$ cat src/rtl/clk_pattern_pkg.sv
// Shared types and the config validity rule for the clock-pattern generator.
package clk_pattern_pkg;

    localparam int CNT_W = 16;

    typedef enum logic [1:0] {
        IDLE  = 2'd0,
        PHASE = 2'd1,
        HIGH  = 2'd2,
        LOW   = 2'd3
    } state_t;

    typedef struct packed {
        logic [CNT_W-1:0] period;
        logic [CNT_W-1:0] high;
        logic [CNT_W-1:0] phase;
    } clk_cfg_t;

    // A period needs at least one high and one low cycle.
    function automatic logic cfg_ok(input clk_cfg_t c);
        return (c.period >= CNT_W'(2)) &&
               (c.high   >= CNT_W'(1)) &&
               (c.high   <= c.period - CNT_W'(1));
    endfunction

endpackage

$ cat src/rtl/clk_cfg_shadow.sv
// Config handshake, validity check, active/shadow config sets and the
// period-boundary swap.
module clk_cfg_shadow
    import clk_pattern_pkg::*;
(
    input  logic             i_clk,
    input  logic             i_rst,
    input  logic             i_valid,
    output logic             o_ready,
    input  clk_cfg_t         i_cfg,
    input  logic             i_idle,
    input  logic             i_swap,
    output clk_cfg_t         o_act,
    output logic             o_loaded,
    output logic [CNT_W-1:0] o_nxt_high,
    output logic             o_err
);

    clk_cfg_t r_act;
    clk_cfg_t r_pend;
    logic     r_loaded;
    logic     r_pend_valid;
    logic     r_err;
    logic     w_hs;
    logic     w_ok;

    assign o_ready    = !r_pend_valid;
    assign w_hs       = i_valid && o_ready;
    assign w_ok       = cfg_ok(i_cfg);
    assign o_act      = r_act;
    assign o_loaded   = r_loaded;
    assign o_err      = r_err;
    // High time for a HIGH entered at this boundary: the shadow wins if it
    // is about to be promoted.
    assign o_nxt_high = r_pend_valid ? r_pend.high : r_act.high;

    // Accept into active (idle) or shadow (running); promote shadow at boundary.
    // A handshake only occurs with no pending shadow, a swap only with one,
    // so the two branches never collide.
    always_ff @(posedge i_clk) begin
        if (i_rst) begin
            r_act        <= '0;
            r_pend       <= '0;
            r_loaded     <= 1'b0;
            r_pend_valid <= 1'b0;
            r_err        <= 1'b0;
        end else begin
            r_err <= w_hs && !w_ok;
            if (w_hs && w_ok) begin
                if (i_idle) begin
                    r_act    <= i_cfg;
                    r_loaded <= 1'b1;
                end else begin
                    r_pend       <= i_cfg;
                    r_pend_valid <= 1'b1;
                end
            end else if ((i_swap || i_idle) && r_pend_valid) begin
                // Idle case covers a shadow left behind by a PHASE abort.
                r_act        <= r_pend;
                r_pend_valid <= 1'b0;
            end
        end
    end

endmodule

$ cat src/rtl/clk_pattern_gen.sv
// Programmable divided clock: phase delay, high/low times from a single
// down-counter, registered waveform and edge strobes.
module clk_pattern_gen
    import clk_pattern_pkg::*;
(
    input  logic             clk100,
    input  logic             rst,
    input  logic             cfg_valid,
    output logic             cfg_ready,
    input  logic [CNT_W-1:0] cfg_period,
    input  logic [CNT_W-1:0] cfg_high,
    input  logic [CNT_W-1:0] cfg_phase,
    input  logic             enable,
    output logic             clk_out,
    output logic             rise_stb,
    output logic             fall_stb,
    output logic             cfg_err,
    output logic             running
);

    clk_cfg_t         w_cfg_in;
    clk_cfg_t         w_act;
    logic             w_loaded;
    logic [CNT_W-1:0] w_nxt_high;
    logic [CNT_W-1:0] w_low;

    state_t           r_state;
    state_t           w_next;
    logic [CNT_W-1:0] r_cnt;
    logic [CNT_W-1:0] w_load_val;
    logic             w_load;
    logic             w_last;
    logic             w_swap;
    logic             r_clk;
    logic             r_rise;
    logic             r_fall;

    assign w_cfg_in = '{period: cfg_period, high: cfg_high, phase: cfg_phase};
    assign w_low    = w_act.period - w_act.high;
    assign w_last   = (r_cnt == '0);
    assign w_swap   = (r_state == LOW) && w_last;

    clk_cfg_shadow u_cfg (
        .i_clk      (clk100),
        .i_rst      (rst),
        .i_valid    (cfg_valid),
        .o_ready    (cfg_ready),
        .i_cfg      (w_cfg_in),
        .i_idle     (r_state == IDLE),
        .i_swap     (w_swap),
        .o_act      (w_act),
        .o_loaded   (w_loaded),
        .o_nxt_high (w_nxt_high),
        .o_err      (cfg_err)
    );

    // Next state and counter reload value (N-1 on every state entry).
    always_comb begin
        w_next     = r_state;
        w_load     = 1'b0;
        w_load_val = '0;
        case (r_state)
            IDLE: begin
                if (enable && w_loaded) begin
                    w_load = 1'b1;
                    if (w_act.phase != '0) begin
                        w_next     = PHASE;
                        w_load_val = w_act.phase - CNT_W'(1);
                    end else begin
                        w_next     = HIGH;
                        w_load_val = w_act.high - CNT_W'(1);
                    end
                end
            end
            PHASE: begin
                if (!enable) begin
                    w_next = IDLE;
                end else if (w_last) begin
                    w_next     = HIGH;
                    w_load     = 1'b1;
                    w_load_val = w_act.high - CNT_W'(1);
                end
            end
            HIGH: begin
                if (w_last) begin
                    w_next     = LOW;
                    w_load     = 1'b1;
                    w_load_val = w_low - CNT_W'(1);
                end
            end
            LOW: begin
                if (w_last) begin
                    if (enable) begin
                        w_next     = HIGH;
                        w_load     = 1'b1;
                        w_load_val = w_nxt_high - CNT_W'(1);
                    end else begin
                        w_next = IDLE;
                    end
                end
            end
            default: w_next = IDLE;
        endcase
    end

    // State register and down-counter.
    always_ff @(posedge clk100) begin
        if (rst) begin
            r_state <= IDLE;
            r_cnt   <= '0;
        end else begin
            r_state <= w_next;
            if (w_load)
                r_cnt <= w_load_val;
            else if (!w_last)
                r_cnt <= r_cnt - CNT_W'(1);
        end
    end

    // Waveform follows the state one cycle later; strobes mark its edges.
    always_ff @(posedge clk100) begin
        if (rst) begin
            r_clk  <= 1'b0;
            r_rise <= 1'b0;
            r_fall <= 1'b0;
        end else begin
            r_clk  <= (r_state == HIGH);
            r_rise <= (r_state == HIGH) && !r_clk;
            r_fall <= (r_state != HIGH) && r_clk;
        end
    end

    assign clk_out  = r_clk;
    assign rise_stb = r_rise;
    assign fall_stb = r_fall;
    assign running  = (r_state != IDLE);

endmodule
$ cat config.mk
export PLATFORM = sky130hd
export DESIGN_NAME = clk_pattern_gen
export DESIGN_NICKNAME = d
export VERILOG_FILES = /design/src/rtl/clk_pattern_pkg.sv /design/src/rtl/clk_cfg_shadow.sv /design/src/rtl/clk_pattern_gen.sv
export SDC_FILE = /design/constraint.sdc
export NUM_CORES = 1
export LEC_CHECK = 0
export CORE_ASPECT_RATIO = 0.8
export CORE_MARGIN = 4
export CORE_UTILIZATION = 60
export DETAILED_ROUTE_END_ITERATION = 7
export GPL_TIMING_DRIVEN = 1
export PLACE_DENSITY_LB_ADDON = 0.2
export SLEW_MARGIN = 15
export SYNTH_ARGS = -nofsm -noshare
export SYNTH_HDL_FRONTEND = slang
export SYNTH_SLANG_ARGS = --single-unit
$ cat constraint.sdc
create_clock -name clk100 -period 5.5 [get_ports clk100]
set_clock_uncertainty 0.1 [all_clocks]
set_input_delay 1.375 -clock clk100 [delete_from_list [all_inputs] [get_ports clk100]]
set_output_delay 1.375 -clock clk100 [all_outputs]
set_load 0.05 [all_outputs]
After elaboration in Yosys (flattened, before gate mapping)

Index checks and enable logic that the tools add are counted.

Equal/unequal tests: 11
$add $sub $neg: 7
Bitwise gates (word level): 1
Order comparisons: 3
Reductions and logical operators: 24
Mux-type cells: 31

Operators by type and width:

| cell                                                                   | count |
|---|---|
| 16-bit 2-to-1 mux                                                      | 10 |
| 48-bit 2-to-1 mux                                                      | 3 |
| 16-bit by 1-bit subtractor with 16-bit output, second input constant   | 6 |
| 16-bit case mux with 4 select lines                                    | 1 |
| 16-bit by 1-bit >= comparator with 1-bit output, second input constant | 1 |
| 16-bit by 2-bit >= comparator with 1-bit output, second input constant | 1 |
| 16-bit <= comparator                                                   | 1 |
| 16-bit logical NOT                                                     | 1 |
| 16-bit nonzero test                                                    | 1 |
| 16-bit subtractor                                                      | 1 |
| 2-bit 2-to-1 mux                                                       | 7 |
| 2-bit != test, second input constant                                   | 6 |
| 1-bit logical AND                                                      | 10 |
| 1-bit 2-to-1 mux                                                       | 8 |
| 2-bit case mux with 4 select lines                                     | 1 |
| 2-bit AND reduction                                                    | 4 |
| 2-bit equality test, second input constant                             | 2 |
| 1-bit case mux with 4 select lines                                     | 1 |
| 4-bit AND reduction                                                    | 1 |
| 2-bit nonzero test                                                     | 2 |
| 1-bit logical NOT                                                      | 3 |
| 3-bit != test, second input constant                                   | 1 |
| 2-bit by 1-bit equality test with 1-bit output, second input constant  | 1 |
| 2-bit logical NOT                                                      | 1 |
| 3 further kinds                                                        | 3 |

Word-level logic and storage cells: 91
Flip-flop bits (word level): 120
Output and inout bits: 6

Longest topological paths before layout

Gate-level depths: netlist (run 1).

Depth in word-level cells: 6
Gate-level depth with buffers: 18
Mapped depth without buffers: 15

Hierarchy

A second synthesis (run 1) with hierarchy kept.

Cell total of the unflattened synthesis: 1,055
Area total of the unflattened synthesis: 8,201.6 µm²

By module, submodules not included:

| module          | area an instance (µm²) | instances | cells each |
|---|---|---|---|
| clk_cfg_shadow  | 4,986.0                | 1         | 600 |
| clk_pattern_gen | 3,215.6                | 1         | 455 |

Least setup slack after synthesis (run 1)

No wires, ideal clock.

Path type: in2reg
From: input port cfg_period[2]
To: register u_cfg.r_pend[19] (netlist bit)
Arrival time: 4.245 ns
Library setup time: 0.128 ns
Data required time: 5.272 ns
Buffers on the path: 4
Cell stages on the path: 16
Setup slack: 1.027 ns
Cells stage by stage: clkbuf_1 > or4_1 > nor4_1 > xnor2_1 > ha_1 > a21oi_1 > o21ai_0 > a221oi_1 > o211a_1 > o211ai_2 > buf_6 > nor2_4 > buf_6 > buf_6 > mux2i_1 > nor2_1

Cells in the longest elaborated chain, start to end: 5
Elaborated cells on any way between the ends: 7
Those cells by class: 1 x add/sub; 2 x order compare; 4 x reduce/logical

Ends and longest elaborated chain:

| item                                                                                                                    | RTL line                                     | RTL |
|---|---|---|
| start: declaration                                                                                                      | clk_pattern_gen.sv:10                        | `input logic [CNT_W-1:0] cfg_period,` |
| 16-bit by 1-bit subtractor with 16-bit output / 16-bit by 2-bit >= comparator with 1-bit output (equally long branches) | clk_pattern_pkg.sv:23, clk_pattern_pkg.sv:21 |  |
| 16-bit <= comparator / 1-bit logical AND (equally long branches)                                                        | clk_pattern_pkg.sv:23, clk_pattern_pkg.sv:21 |  |
| 1-bit logical AND (*)                                                                                                   | clk_pattern_pkg.sv:22                        | `(c.high >= CNT_W'(1)) &&` |
| 1-bit logical AND (*)                                                                                                   | clk_cfg_shadow.sv:49                         | `if (w_hs && w_ok) begin` |
| 2-bit AND reduction (no source line) (*)                                                                                | --                                           |  |
| end signal: assignment                                                                                                  | clk_cfg_shadow.sv:54                         | `r_pend <= i_cfg;` |
| end: declaration                                                                                                        | clk_cfg_shadow.sv:20                         | `clk_cfg_t r_pend;` |

Mark *: on every way between the ends. The rest lies on a longest branch, timed or not.
A chain may end at the register's enable or synchronous reset.

Final worst setup path (run 1)

From: input port cfg_period[4]
To: register u_cfg.r_act (netlist bit u_cfg.o_act[40])

Cells in the longest elaborated chain, start to end: 6
Elaborated cells on any way between the ends: 10
Those cells by class: 1 x add/sub; 2 x order compare; 1 x eq/ne; 1 x mux; 5 x reduce/logical

Ends and longest elaborated chain:

| item                                                                                                                    | RTL line                                     | RTL |
|---|---|---|
| 16-bit by 1-bit subtractor with 16-bit output / 16-bit by 2-bit >= comparator with 1-bit output (equally long branches) | clk_pattern_pkg.sv:23, clk_pattern_pkg.sv:21 |  |
| 16-bit <= comparator / 1-bit logical AND (equally long branches)                                                        | clk_pattern_pkg.sv:23, clk_pattern_pkg.sv:21 |  |
| 1-bit logical AND (*)                                                                                                   | clk_pattern_pkg.sv:22                        |  |
| 1-bit logical AND (*)                                                                                                   | clk_cfg_shadow.sv:49                         |  |
| 2-bit by 1-bit != test with 1-bit output (no source line) / 2-bit nonzero test (equally long branches)                  | --                                           |  |
| 2-bit AND reduction (no source line)                                                                                    | --                                           |  |
| end signal: assignment                                                                                                  | clk_cfg_shadow.sv:51                         | `r_act <= i_cfg;` |
| end signal: assignment                                                                                                  | clk_cfg_shadow.sv:59                         | `r_act <= r_pend;` |
| end: declaration                                                                                                        | clk_cfg_shadow.sv:19                         | `clk_cfg_t r_act;` |

Marks and branches as above.

==> impl_metrics.csv, run 1 <==
group,metric,value,unit
outcome,run_status,"completed",
min_path,worstHoldStart,"clk_out$_SDFF_PP0_",
detailed_routing,initialDrtViolationCount,758,
power_and_ir_drop,ir_worst_vdd,306,µV
synth,synth.top_cell.area_share,28.4,%
cts,cts_max_path_buffers,2,
synth,synth_largest_area_cell,"sky130_fd_sc_hd__dfxtp_1",
die,fp-row-count,38,
global_route,number_of_global_route_vias_before_repair,7137,
worst_setup_path,worst_r2r_path_depth,10,
synth,top_cells_by_area_in_the_synthesized_netlist,"sky130_fd_sc_hd__dfxtp_1 (28%), sky130_fd_sc_hd__mux2i_1 (11%), sky130_fd_sc_hd__nor2_1 (6.3%)",
cts,clk_latency_worst_skew_pair,0.42,ns
worst_setup_path,regToRegStartpoint,"u_cfg.r_pend_valid$_SDFFE_PP0P_",
min_path,hold_path_class,"register to register",
synth,synth-seq-area-share,28.4,%
die,dieWidth,141,µm
cts,cts_root_buffer,"sky130_fd_sc_hd__clkbuf_16",
timing,rsz0062_at_grt,"no",
cts,h-tree-depth,4,
detailed_routing,route.detailed.vias_per_inst,6.15,
power_and_ir_drop,power_density,518,nW/µm²
timing,timing.hold.ws,0.349,ns
place,buffer_ports.inserted,57,
cts,path_clk_slew,0.06,ns
cts,cts_post_setup_buffers_inserted,0,
synth,syn-instance-count,1003,
layout,fin_nets,1132,
synth,ys_ff_latch,120,
worst_setup_path,setup.worst_path.start_class,"primary input",
worst_setup_path,worstReg2RegEnd,"r_cnt[12]$_SDFFE_PP0P_",
min_path,hold_path_end,"rise_stb$_SDFF_PP0_",
synth,netlist_top_cells_count,"sky130_fd_sc_hd__nor2_1 (142), sky130_fd_sc_hd__dfxtp_1 (120), sky130_fd_sc_hd__mux2i_1 (89)",
worst_setup_path,crit_buf_inv,2,
synth,postSynthAreaPerCell,8.42,µm²
place,place_hpwl,17100,µm
layout,antenna-diode-count,0,
power_and_ir_drop,p_leak,3.64,nW
worst_setup_path,cp-end-kind,"register",
global_route,globalRoute.totalOverflow,0,
synth,ys.warnings.count,0,
cts,cts.hold.buffers_added,0,
cts,post_cts_resize_count,0,
synth,synth_async_sr_flop_share,0,%
timing,finalCriticalPeriod,4.95,ns
detailed_routing,post-route-drc-count,0,
worst_setup_path,worstSetupPathType,"primary input to register",
worst_setup_path,cpPeakStageDelay,0.57,ns
die,die-height,114,µm
power_and_ir_drop,p_total,5.04,mW
detailed_routing,antenna_violating_nets_post_route,0,
cts,clock_buffers_created_by_tritoncts,17,
worst_setup_path,cp.arrival,5.12,ns
global_route,grt_usage,28.6,%
detailed_routing,wl,22700,µm
synth,yosysMostFrequentCell,"sky130_fd_sc_hd__nor2_1",
synth,postSynthNetCount,1093,
timing,period_share,89.9,%
global_route,initial_antenna_violation_count,0,
layout,layout-area-overhead-vs-synth,15.1,%
layout,drive_above_1_share,13.2,%
global_route,largest_net_degree_at_the_start_of_global_routing,53,
worst_setup_path,worst_path_dominant_cell_family,"simple AND/OR/NAND/NOR gates",
worst_setup_path,crit_path_cell_trace,"clkdlybuf4s50_1 > or4_4 > nor3_4 > nand2_1 > nor4_1 > xnor2_1 > ha_1 > nand4_1 > a2111o_1 > o211a_1 > o211ai_4 > buf_12 > mux2i_1 > a211oi_2",
detailed_routing,firstDrtPassIters,5,
cts,cts_sink_count,120,
detailed_routing,wire_per_inst,18.4,µm
worst_setup_path,cp_max_fo,23,
synth,ys_types,76,
die,start_util,61.7,%
timing,final.setup.tns,0,ns
timing,timing.final.max_slew_violations,0,
timing,setup_ws,0.554,ns
worst_setup_path,cp.required,5.67,ns
synth,most_used_dff_post_synth,"sky130_fd_sc_hd__dfxtp_1",
place,pre_cts_slack,0.151,ns
die,design.core.area,13700,µm²
worst_setup_path,cp_slowest_cell,"sky130_fd_sc_hd__or4_4",
detailed_routing,vias,7592,
cts,tritoncts,"yes",
die,io_pins,58,
synth,synth_edf_count,0,
worst_setup_path,worst-r2r-setup-slack,1.78,ns
timing,relSlewSlack,29.4,%
synth,synth.cell_area,8450,µm²
timing,worst_margin_slew,1.06,ns
timing,maxClockFrequency,202,MHz
global_route,grt_pass1_wl,36900,µm
timing,timing.final.setup_violations,0,
place,finalWeightedCongestion,0.943,
min_path,hold_path_depth,1,
flow_run,maxCapViolations,0,
die,die_area,16000,µm²
timing,timing.final.hold_violations,0,
power by group:
part | total, mW | leakage, nW | internal (mW) | switching (mW)
clock | 1.14 | 0.287 | 0.715 | 0.427
combinational | 2.58 | 2.37 | 1.08 | 1.50
sequential | 1.31 | 0.980 | 1.06 | 0.253
layout make-up:
| class | count | area (µm²) |
|---|---|---|
| fillers | 1124 | 3970 |
| clock inverters | 14 | 171 |
| clock buffers | 18 | 429 |
| well taps | 180 | 225 |
| repair buffers | 80 | 791 |
| multi-input cells | 794 | 5590 |
| inverters | 29 | 109 |
| flip-flops and latches | 120 | 2400 |
worst max path at each step:
| stage | slack [ns] | cells after the start | startpoint | endpoint |
|---|---|---|---|---|
| final | 0.55 | 14 | cfg_period[4] | u_cfg.o_act[40]$_SDFFE_PP0P_ |
| after global routing | 0.29 | 14 | cfg_period[1] | u_cfg.o_act[47]$_SDFFE_PP0P_ |
| after CTS | 0.57 | 14 | cfg_period[4] | u_cfg.o_act[40]$_SDFFE_PP0P_ |
| after detailed placement | 0.15 | 14 | cfg_period[4] | u_cfg.o_act[10]$_SDFFE_PP0P_ |
| after global placement | 0.32 | 14 | cfg_period[4] | u_cfg.o_act[45]$_SDFFE_PP0P_ |
| after floorplan | 1.03 | 16 | cfg_period[2] | u_cfg.r_pend[19]$_SDFFE_PP0P_ |
metal layers:
layer / GRT usage (%) / routed length [µm]
met4: 7.04 / 308
met3: 8.48 / 1920
met5: 0 / 0
met1: 41.7 / 10900
met2: 41.6 / 9630
through the flow:
stage	area, µm²	util [%]	cells
after floorplan	8450	-	1003
after global placement	9120	66.6	1203
after detailed placement	9120	66.6	1203
after CTS	9720	71.0	1235
after global routing	9720	71.0	1235
final	9720	71.0	1235
sequential cells by signal, indices dropped and copies added, names as in the netlist, named ones only:
signal	flops
u_cfg.o_act	48
u_cfg.r_pend	48
r_cnt	16
clk_out	1
fall_stb	1
r_state	1
rise_stb	1
u_cfg.o_err	1
u_cfg.o_loaded	1
u_cfg.r_pend_valid	1
cell usage in the layout (no fill, tap or decap), types with 28 or more instances in the layout:
| cell type | n |
|---|---|
| sky130_fd_sc_hd__xnor2_1 | 54 |
| sky130_fd_sc_hd__nor2_1 | 142 |
| sky130_fd_sc_hd__clkdlybuf4s50_1 | 56 |
| sky130_fd_sc_hd__a211oi_2 | 42 |
| sky130_fd_sc_hd__nor3_1 | 31 |
| sky130_fd_sc_hd__mux2i_1 | 89 |
| sky130_fd_sc_hd__dfxtp_1 | 120 |
| sky130_fd_sc_hd__inv_1 | 28 |
| sky130_fd_sc_hd__nand2_1 | 82 |
| sky130_fd_sc_hd__ha_1 | 37 |
| sky130_fd_sc_hd__a21oi_1 | 50 |
logic make-up after synthesis:
kind of cell | count (synthesis) | share of synthesized area (%)
XOR/XNOR | 79 | 8.19
AND/OR/NAND/NOR | 369 | 21.0
adder cells (fa/ha/maj) | 38 | 5.72
AO/OA/AOI/OAI | 217 | 20.3
flip-flops | 120 | 28.4
multiplexers | 91 | 10.8
buffers and inverters | 89 | 5.56
No activity file was read; power rests on OpenSTA's default activity.
==> inputs of run 2 (changes only) <==
--- a/config.mk
+++ b/config.mk
@@ -10,7 +10,7 @@
 export CORE_UTILIZATION = 60
 export DETAILED_ROUTE_END_ITERATION = 7
 export GPL_TIMING_DRIVEN = 1
-export PLACE_DENSITY_LB_ADDON = 0.2
+export PLACE_DENSITY = 0.89
 export SLEW_MARGIN = 15
 export SYNTH_ARGS = -nofsm -noshare
 export SYNTH_HDL_FRONTEND = slang
==> impl_metrics.csv, run 2 (synthesized netlist as in run 1, its figures left out) <==
group,metric,value,unit
place,buffer_ports.inserted,57,
timing,worst_margin_slew,0.966,ns
global_route,initial_antenna_violation_count,0,
timing,timing.final.max_slew_violations,0,
die,fp-row-count,38,
cts,clock_buffers_created_by_tritoncts,17,
die,dieWidth,141,µm
global_route,number_of_global_route_vias_before_repair,7694,
detailed_routing,route.detailed.vias_per_inst,6.55,
worst_setup_path,worstReg2RegEnd,"r_cnt[12]$_SDFFE_PP0P_",
power_and_ir_drop,p_total,5.16,mW
layout,most-common-layout-cells,"sky130_fd_sc_hd__nor2_1 (142), sky130_fd_sc_hd__dfxtp_1 (120), sky130_fd_sc_hd__mux2i_1 (89)",
die,start_util,61.7,%
worst_setup_path,cp.arrival,5.12,ns
power_and_ir_drop,ir_worst_vdd,433,µV
layout,fin_nets,1133,
detailed_routing,antenna_violating_nets_post_route,0,
worst_setup_path,setup.worst_path.start_class,"primary input",
min_path,hold_path_depth,1,
cts,tritoncts,"yes",
worst_setup_path,regToRegStartpoint,"u_cfg.r_pend_valid$_SDFFE_PP0P_",
global_route,grt_pass1_wl,39900,µm
die,design.core.area,13700,µm²
layout,antenna-diode-count,0,
worst_setup_path,cp_max_fo,25,
flow_run,maxCapViolations,0,
layout,mostFrequentLayoutCell,"sky130_fd_sc_hd__nor2_1",
layout,filler_cell_count,961,
worst_setup_path,cp-end-kind,"register",
worst_setup_path,crit_path_cell_trace,"clkdlybuf4s50_1 > or4_4 > nor3_4 > and2_1 > nand2b_1 > xor2_1 > ha_1 > nand4_1 > a2111o_1 > o211a_1 > o211ai_4 > buf_12 > mux2i_1 > a211oi_2",
layout,layout-area-overhead-vs-synth,15.7,%
detailed_routing,initialDrtViolationCount,978,
global_route,globalRoute.totalOverflow,0,
detailed_routing,wire_per_inst,20.1,µm
detailed_routing,wl,24900,µm
detailed_routing,firstDrtPassIters,6,
layout,instances_no_fill,1236,
layout,design_area,9770,µm²
worst_setup_path,worst_r2r_path_depth,10,
timing,rsz0062_at_grt,"no",
power_and_ir_drop,p_leak,3.67,nW
cts,clk_latency_worst_skew_pair,0.43,ns
layout,drive_above_1_share,13.4,%
worst_setup_path,cpPeakStageDelay,0.57,ns
cts,path_clk_slew,0.06,ns
timing,final.setup.tns,0,ns
timing,finalCriticalPeriod,4.92,ns
timing,timing.final.hold_violations,0,
die,die-height,114,µm
cts,post_cts_resize_count,0,
cts,cts_root_buffer,"sky130_fd_sc_hd__clkbuf_16",
worst_setup_path,cp_slowest_cell,"sky130_fd_sc_hd__or4_4",
detailed_routing,vias,8100,
worst_setup_path,worstSetupPathType,"primary input to register",
timing,period_share,89.5,%
cts,h-tree-depth,4,
min_path,hold_path_class,"register to register",
timing,timing.hold.ws,0.337,ns
detailed_routing,post-route-drc-count,0,
place,place_hpwl,17400,µm
outcome,run_status,"completed",
die,die_area,16000,µm²
min_path,hold_path_end,"rise_stb$_SDFF_PP0_",
place,finalWeightedCongestion,0.976,
power_and_ir_drop,power_density,528,nW/µm²
worst_setup_path,cp.required,5.70,ns
timing,relSlewSlack,35.5,%
worst_setup_path,worst-r2r-setup-slack,1.90,ns
place,place_inst,1204,
cts,cts_post_setup_buffers_inserted,0,
global_route,largest_net_degree_at_the_start_of_global_routing,54,
timing,timing.final.setup_violations,0,
global_route,grt_usage,31.0,%
min_path,worstHoldStart,"clk_out$_SDFF_PP0_",
die,io_pins,58,
cts,cts_max_path_buffers,2,
timing,maxClockFrequency,203,MHz
cts,cts_sink_count,120,
place,placed_cell_area,9150,µm²
cts,cts.hold.buffers_added,0,
==> run 2: final cells by class <==
cell class | count | area, µm² | share of cell area, %
multi-input cells | 794 | 5590 | 57.2
flip-flops and latches | 120 | 2400 | 24.6
repair buffers | 81 | 823 | 8.42
clock buffers | 18 | 439 | 4.49
well taps | 180 | 225 | 2.30
clock inverters | 14 | 184 | 1.88
inverters | 29 | 109 | 1.11
==> run 2: where the power goes <==
group / leakage (nW) / switching [mW] / internal, mW
combinational: 2.39 / 1.55 / 1.09
sequential: 0.980 / 0.270 / 1.06
clock: 0.304 / 0.458 / 0.736
==> run 2: metrics by stage <==
| step | util [%] | worst slack [ns] |
|---|---|---|
| 2_1_floorplan | - | 1.03 |
| 3_3_place_gp | 66.8 | 0.323 |
| 3_5_place_dp | 66.8 | 0.232 |
| 4_1_cts | 71.4 | 0.631 |
| 5_1_grt | 71.4 | 0.417 |
| 6_report | 71.4 | 0.575 |
==> run 2: how the worst max path moves through the flow <==
| stage | startpoint | to | cells after the start |
|---|---|---|---|
| finish | cfg_period[4] | u_cfg.o_act[1]$_SDFFE_PP0P_ | 14 |
| global route | cfg_period[4] | u_cfg.o_act[47]$_SDFFE_PP0P_ | 16 |
| CTS | cfg_period[4] | u_cfg.o_act[47]$_SDFFE_PP0P_ | 16 |
| detailed placement | cfg_period[4] | u_cfg.o_act[19]$_SDFFE_PP0P_ | 14 |
| global placement | cfg_period[4] | u_cfg.o_act[44]$_SDFFE_PP0P_ | 14 |
| floorplan | cfg_period[2] | u_cfg.r_pend[19]$_SDFFE_PP0P_ | 16 |
==> run 2: critical path: cells and delay by family <==
kind | cells | cell delay (ns)
compound gates | 4 | 0.97
xor+xnor | 1 | 0.16
simple gates | 5 | 1.25
fa+ha+maj | 1 | 0.35
buf+inv | 2 | 0.68
mux | 1 | 0.31
==> run 2: layer usage <==
metal	wire length [µm]	up-vias	track usage [%]
li1	-	3690	-
met1	10600	3829	42.8
met2	11000	503	48.1
met3	2550	78	6.39
met4	736	0	11.7
met5	0	-	0
